--- src/rtl/jtframe_dcrm_pkg.sv ---
// Shared definitions for the time-multiplexed DC-removal engine.
//   DW        : fractional bits of each channel integrator
//   dcrm_state_e : scheduler states (IDLE, RUN, DONE)
//   state_w() : width of the per-channel integrator/error state for a
//               given sample width (SW + DW + 1, signed)
package jtframe_dcrm_pkg;

    localparam int DW = 10;

    typedef enum logic [1:0] {
        IDLE = 2'd0,
        RUN  = 2'd1,
        DONE = 2'd2
    } dcrm_state_e;

    function automatic int state_w(input int sw);
        return sw + DW + 1;
    endfunction

endpackage

--- src/rtl/jtframe_dcrm_step.sv ---
// Single-channel DC-removal step, purely combinational.
//   din        : channel sample (unsigned or two's complement per SIGNED_INPUT)
//   integ      : current integrator state (signed, SW+DW+1 bits)
//   error      : current quantisation error state (SW+DW+1 bits)
//   en         : 1 = filter, 0 = bypass (output = din, state forced to 0)
//   dout       : filtered sample (signed, SW bits)
//   integ_next : updated integrator state
//   error_next : updated error state
// All arithmetic wraps modulo 2^(SW+DW+1); there is no saturation.
module jtframe_dcrm_step
    import jtframe_dcrm_pkg::*;
#(
    parameter int SW           = 8,
    parameter int SIGNED_INPUT = 0
) (
    input  logic [SW-1:0]  din,
    input  logic [SW+DW:0] integ,
    input  logic [SW+DW:0] error,
    input  logic           en,
    output logic [SW-1:0]  dout,
    output logic [SW+DW:0] integ_next,
    output logic [SW+DW:0] error_next
);

    logic [SW+DW:0] exact;
    logic [SW:0]    q;
    logic [SW:0]    pre;
    logic           ext;

    always_comb begin
        exact = integ + error;
        // Integer part of the integrator is the current DC estimate.
        q     = exact[SW+DW:DW];
        ext   = (SIGNED_INPUT != 0) ? din[SW-1] : 1'b0;
        pre   = {ext, din} - q;
        if (en) begin
            dout       = pre[SW-1:0];
            integ_next = integ + {{DW{pre[SW]}}, pre};
            // Keep the fractional residue so truncation error is fed back.
            error_next = exact - {q, {DW{1'b0}}};
        end else begin
            dout       = din;
            integ_next = '0;
            error_next = '0;
        end
    end

endmodule

--- src/rtl/jtframe_dcrm_mux.sv ---
// Time-multiplexed DC-removal engine for CH channels sharing one step unit.
//   clk, rst_n  : clock, asynchronous active-low reset
//   sample      : one-cycle strobe; latches din/en and starts a pass
//   din         : packed channel inputs, channel k at [k*SW +: SW]
//   en          : per-channel enable, 0 = bypass
//   clr         : synchronous clear of channel state and ovf, aborts a pass
//   dout        : packed filtered outputs, all updated together
//   dout_valid  : one-cycle pulse when dout has been refreshed
//   busy        : a pass is in progress (RUN)
//   ovf         : sticky, set when sample arrives outside IDLE
// Handshake: sample is accepted only in IDLE; a pass started at cycle t
// runs channels over t+1..t+CH and pulses dout_valid at t+CH+1.
module jtframe_dcrm_mux
    import jtframe_dcrm_pkg::*;
#(
    parameter int CH           = 4,
    parameter int SW           = 8,
    parameter int SIGNED_INPUT = 0
) (
    input  logic             clk,
    input  logic             rst_n,
    input  logic             sample,
    input  logic [CH*SW-1:0] din,
    input  logic [CH-1:0]    en,
    input  logic             clr,
    output logic [CH*SW-1:0] dout,
    output logic             dout_valid,
    output logic             busy,
    output logic             ovf
);

    localparam int W  = state_w(SW);
    localparam int CW = (CH > 1) ? $clog2(CH) : 1;
    localparam logic [CW-1:0] LAST = CW'(CH - 1);

    dcrm_state_e      state_q, state_d;
    logic [CW-1:0]    ch_q, ch_d;
    logic [CH*SW-1:0] inbuf_q, inbuf_d;
    logic [CH-1:0]    enbuf_q, enbuf_d;
    logic [W-1:0]     integ_q [CH];
    logic [W-1:0]     integ_d [CH];
    logic [W-1:0]     error_q [CH];
    logic [W-1:0]     error_d [CH];
    // Results collect here during RUN so dout changes all at once.
    logic [CH*SW-1:0] stage_q, stage_d;
    logic [CH*SW-1:0] dout_q, dout_d;
    logic             dout_valid_q, dout_valid_d;
    logic             busy_q, busy_d;
    logic             ovf_q, ovf_d;

    logic [SW-1:0]    step_din;
    logic [SW-1:0]    step_dout;
    logic [W-1:0]     step_integ_next;
    logic [W-1:0]     step_error_next;

    assign step_din = inbuf_q[int'(ch_q)*SW +: SW];

    jtframe_dcrm_step #(
        .SW           (SW),
        .SIGNED_INPUT (SIGNED_INPUT)
    ) u_step (
        .din        (step_din),
        .integ      (integ_q[ch_q]),
        .error      (error_q[ch_q]),
        .en         (enbuf_q[ch_q]),
        .dout       (step_dout),
        .integ_next (step_integ_next),
        .error_next (step_error_next)
    );

    always_comb begin
        state_d      = state_q;
        ch_d         = ch_q;
        inbuf_d      = inbuf_q;
        enbuf_d      = enbuf_q;
        integ_d      = integ_q;
        error_d      = error_q;
        stage_d      = stage_q;
        dout_d       = dout_q;
        dout_valid_d = 1'b0;
        busy_d       = busy_q;
        ovf_d        = ovf_q;

        case (state_q)
            IDLE: begin
                if (sample) begin
                    inbuf_d = din;
                    enbuf_d = en;
                    ch_d    = '0;
                    busy_d  = 1'b1;
                    state_d = RUN;
                end
            end
            RUN: begin
                integ_d[ch_q]                  = step_integ_next;
                error_d[ch_q]                  = step_error_next;
                stage_d[int'(ch_q)*SW +: SW]   = step_dout;
                if (ch_q == LAST) begin
                    dout_d       = stage_d;
                    dout_valid_d = 1'b1;
                    busy_d       = 1'b0;
                    state_d      = DONE;
                end else begin
                    ch_d = ch_q + 1'b1;
                end
            end
            DONE: begin
                state_d = IDLE;
            end
            default: begin
                state_d = IDLE;
                busy_d  = 1'b0;
            end
        endcase

        if (sample && (state_q != IDLE)) begin
            ovf_d = 1'b1;
        end

        // clr wins over everything: abort, drop any sample, keep dout.
        if (clr) begin
            for (int k = 0; k < CH; k++) begin
                integ_d[k] = '0;
                error_d[k] = '0;
            end
            state_d      = IDLE;
            ch_d         = '0;
            inbuf_d      = inbuf_q;
            enbuf_d      = enbuf_q;
            dout_d       = dout_q;
            dout_valid_d = 1'b0;
            busy_d       = 1'b0;
            ovf_d        = 1'b0;
        end
    end

    always_ff @(posedge clk or negedge rst_n) begin
        if (!rst_n) begin
            state_q      <= IDLE;
            ch_q         <= '0;
            inbuf_q      <= '0;
            enbuf_q      <= '0;
            for (int k = 0; k < CH; k++) begin
                integ_q[k] <= '0;
                error_q[k] <= '0;
            end
            stage_q      <= '0;
            dout_q       <= '0;
            dout_valid_q <= 1'b0;
            busy_q       <= 1'b0;
            ovf_q        <= 1'b0;
        end else begin
            state_q      <= state_d;
            ch_q         <= ch_d;
            inbuf_q      <= inbuf_d;
            enbuf_q      <= enbuf_d;
            integ_q      <= integ_d;
            error_q      <= error_d;
            stage_q      <= stage_d;
            dout_q       <= dout_d;
            dout_valid_q <= dout_valid_d;
            busy_q       <= busy_d;
            ovf_q        <= ovf_d;
        end
    end

    assign dout       = dout_q;
    assign dout_valid = dout_valid_q;
    assign busy       = busy_q;
    assign ovf        = ovf_q;

endmodule

--- config.mk ---
export PLATFORM = sky130hd
export DESIGN_NAME = jtframe_dcrm_mux
export DESIGN_NICKNAME = d
export VERILOG_FILES = /design/src/rtl/jtframe_dcrm_pkg.sv /design/src/rtl/jtframe_dcrm_step.sv /design/src/rtl/jtframe_dcrm_mux.sv
export SDC_FILE = /design/constraint.sdc
export NUM_CORES = 1
export LEC_CHECK = 0
export CAP_MARGIN = 15
export CORE_ASPECT_RATIO = 1.25
export CORE_MARGIN = 10
export CORE_UTILIZATION = 38
export CTS_CLUSTER_DIAMETER = 40
export CTS_CLUSTER_SIZE = 25
export DETAILED_ROUTE_END_ITERATION = 12
export GPL_TIMING_DRIVEN = 0
export SLEW_MARGIN = 20
export SYNTH_ARGS = -nofsm -noshare
export SYNTH_HDL_FRONTEND = slang
export SYNTH_SLANG_ARGS = --single-unit
--- constraint.sdc ---
create_clock -name clk -period 8.19 [get_ports clk]
set_clock_uncertainty 0.2 [all_clocks]
set_input_delay 0.819 -clock clk [delete_from_list [all_inputs] [get_ports clk]]
set_output_delay 0.819 -clock clk [all_outputs]
set_load 0.005 [all_outputs]
==> results.py <==
metrics = {
    "outcome": {
        "status": "finished, final reports clean",
    },
    "critical_path": {
        "crit_fanout": 19,
        "crit_end": "integ_q[36]",
        "critPathCaptureType": "flop",
        "rrSetupSlack_ps": 400,
        "reg2reg_depth": 27,
        "worstPathRequired_ps": 8470,
        "cp-startpoint": "ch_q[1]",
        "worstSetupStartpointType": "flop",
        "worstPathArrival_ps": 8080,
        "reg2reg_to": "integ_q[36]",
        "crit_type": "reg2reg",
        "reg2reg_from": "ch_q[1]",
    },
    "power_and_ir_drop": {
        "p_leak_nw": 6.01,
        "vdd.ir_drop.worst_mv": 0.152,
        "power_w": 0.00349,
        "powerDensity_mw_per_mm2": 255,
    },
    "synth": {
        "syn-num-nets": 1128,
        "yosysSeqAreaShare": 0.494,
        "netlist_area_mm2": 0.0113,
        "ys_ff_latch": 223,
        "synth-main-ff-cell": "dfrtp_1",
        "async_reset_ff_frac": 1.00,
        "synth_edf_count": 0,
        "avgSynthCellArea_um2": 10.9,
        "syn_inst": 1040,
        "ys_types": 55,
        "ys_warn_count": 0,
    },
    "final_layout": {
        "fin_nets": 1240,
        "drive_gt1_frac": 0.135,
        "syn2layout_area_growth_pct": 21.2,
        "final_area_mm2": 0.0137,
        "final_cell_mix": "dfrtp_1, nand2_1, o21ai_0, nor2_1, clkdlybuf4s50_1",
        "fillers": 2695,
        "n_antenna_cell": 0,
        "finalCoreUtilization": 0.467,
        "final_common_cell": "dfrtp_1",
    },
    "cts": {
        "cts_tree": "built",
        "cts_buffers": 28,
        "cts_sinks": 223,
        "cts_root_buffer": "clkbuf_16",
        "clkTransAtPathRegs_ps": 60,
        "cts_buffer_depth": 3,
        "clk_latency_ps": 550,
        "cts_max_level": 1,
    },
    "routing": {
        "drtIter0Drc": 617,
        "dr.pass1.iters": 7,
        "drt_wl_total_um": 32300,
        "drc_errors": 0,
        "via_count": 8678,
        "wl_per_cell_um": 20.6,
        "post_drt_via_cell_ratio": 5.53,
        "drtAntennaViolNets": 0,
    },
    "global_route": {
        "grt_max_degree": 73,
        "grt_usage": 0.172,
        "overflow": 0,
        "antenna_found_initial": 0,
        "grt_pass1_vias": 9004,
        "grt_pass1_wl_um": 51100,
    },
    "floorplan": {
        "die_w_um": 174,
        "dieHeight_um": 213,
        "row_count": 70,
        "core_mm2": 0.0293,
        "ios": 75,
        "die-area_mm2": 0.0371,
        "start_util": 0.385,
    },
    "timing": {
        "finalSetupViolations": 0,
        "min_period_ps": 7790,
        "rsz0062_at_grt": "false",
        "drv_slew": 0,
        "worst_pin_slew_ps": 1140,
        "timing.final.hold_violations": 0,
        "fin_crit_sh": 0.952,
        "max_freq_mhz": 128,
        "relSlewSlack": 0.235,
        "holdWs_ps": 276,
    },
    "placed_design": {
        "hpwl_um": 23700,
        "placed_area_mm2": 0.0126,
        "port_buffers": 74,
        "place.gp.congestion": 0.906,
    },
    "flow_run": {
        "cap_violations": 0,
    },
    "worst_hold_path": {
        "hp-class": "reg2reg",
    },
}
==> worst max-delay path: stages (launching register included) <==
cell and delay, ps:
dfrtp_2 520, buf_4 370, buf_2 360, mux4_2 400, ha_1 250, fa_1 430, a21oi_1 220, o21ai_1 140
a221oi_2 440, xnor2_1 180, ha_1 190, inv_1 50, fa_1 400, a21o_1 200, a21oi_1 220, o21bai_1 140
a211oi_2 340, xor2_2 320, xor2_4 330, buf_4 170, ha_1 270, a21oi_1 300, o21bai_1 110, a21oi_1 230
mux2i_1 200, o21ai_0 120, a311oi_2 390, a22o_1 200
==> kinds of logic (layout without fill, tap and decap cells) <==
kind of cell / count (synthesis) / in the layout / synth area share
muxes: 84 / 84 / 0.120
DFF: 223 / 223 / 0.494
AOI/OAI and AO/OA: 295 / 295 / 0.168
xor gates and xnor gates: 34 / 34 / 0.0270
and+or+nand+nor: 284 / 284 / 0.111
buffers and inverters: 72 / 206 / 0.0257
adders and majority gates: 48 / 48 / 0.0551
==> how the worst min path moves through the flow <==
stage,start,to,slack [ps],cells after the start
6_report,integ_q[31],integ_q[31],280,2
3_3_place_gp,stage_q[30],stage_q[30],260,2
4_1_cts,stage_q[6],stage_q[6],280,2
2_1_floorplan,stage_q[14],stage_q[14],240,2
5_1_grt,integ_q[48],integ_q[48],300,2
3_5_place_dp,stage_q[14],stage_q[14],260,2
==> registers in the layout, summed over array words and instances (netlist names) <==
| register | cells |
|---|---|
| integ_q | 76 |
| error_q | 40 |
| dout | 32 |
| inbuf_q | 32 |
| stage_q | 32 |
| enbuf_q | 4 |
| ch_q | 2 |
| state_q | 2 |
| busy | 1 |
| dout_valid | 1 |
| ovf | 1 |
==> stage by stage <==
step,TNS (ps),worst slack [ps],cells
global placement,-847570,-3510,1510
finish,0,395,1570
floorplan,0,267,1040
CTS,0,46.4,1564
global route,0,4.84,1570
detailed placement,-46320,-1530,1514
==> synthesized netlist by cell type (all sizes together), types with 2 or more instances <==
cell type,count,area [um^2]
fa,3,60.1
or2,2,12.5
nand3,11,60.1
o21a,2,15.0
a21o,16,120
mux2,38,428
and4,3,26.3
mux2i,9,90.1
a211oi,2,15.0
mux4,37,833
nor3,5,36.3
xnor2,22,193
dfrtp,223,5580
or3,4,25.0
o21ai,108,541
clkbuf,37,139
ha,45,563
nand3b,7,52.6
and2,2,12.5
nand2,148,556
o31ai,4,30.0
a21boi,3,22.5
o22a,4,35.0
a21oi,60,300
nand2b,3,18.8
nor2b,14,87.6
o211ai,6,45.0
buf,10,57.6
a22o,56,490
xor2,12,113
a22oi,2,15.0
clkinv,2,7.51
a221oi,22,193
inv,23,86.3
nor3b,2,15.0
and3,2,12.5
o21bai,4,30.0
nand4,3,18.8
nor4b,2,23.8
nor2,75,282
o221ai,2,17.5
==> layer usage <==
| layer | share of wire | track usage | routed length (um) |
|---|---|---|---|
| met5 | 0 | 0 | 0 |
| met1 | 0.41 | 0.212 | 13300 |
| met3 | 0.048 | 0.0217 | 1540 |
| met4 | 0.033 | 0.0652 | 1070 |
| met2 | 0.51 | 0.300 | 16300 |
==> repair_timing <==
item                                    in CTS  in global routing
hold endpoints to repair                    42                  0
endpoints found under the setup margin      46                 24
cloned                                       0                  0
hold buffers                                 1                  0
setup buffers                                0                  6
pin swaps                                    0                  3
resized for setup                           10                  8
==> power by group <==
| group | internal [W] | total [W] | leakage [nW] | switching, W |
|---|---|---|---|---|
| sequential | 0.00119 | 0.00124 | 3.02 | 0.0000477 |
| combinational | 0.000378 | 0.00101 | 2.55 | 0.000628 |
| clock | 0.000733 | 0.00125 | 0.451 | 0.000516 |
==> area by class of cell <==
type | instances | area (um^2) | area share
plain buffers | 44 | 203 | 0.0148
clock buffers | 33 | 751 | 0.0548
clock inverters | 19 | 194 | 0.0142
inverters | 25 | 93.8 | 0.00685
multi-input cells | 745 | 5500 | 0.401
flip-flops and latches | 223 | 5580 | 0.407
well taps | 396 | 495 | 0.0362
repair buffers | 85 | 888 | 0.0648
No activity file was read; power rests on OpenSTA's default activity.
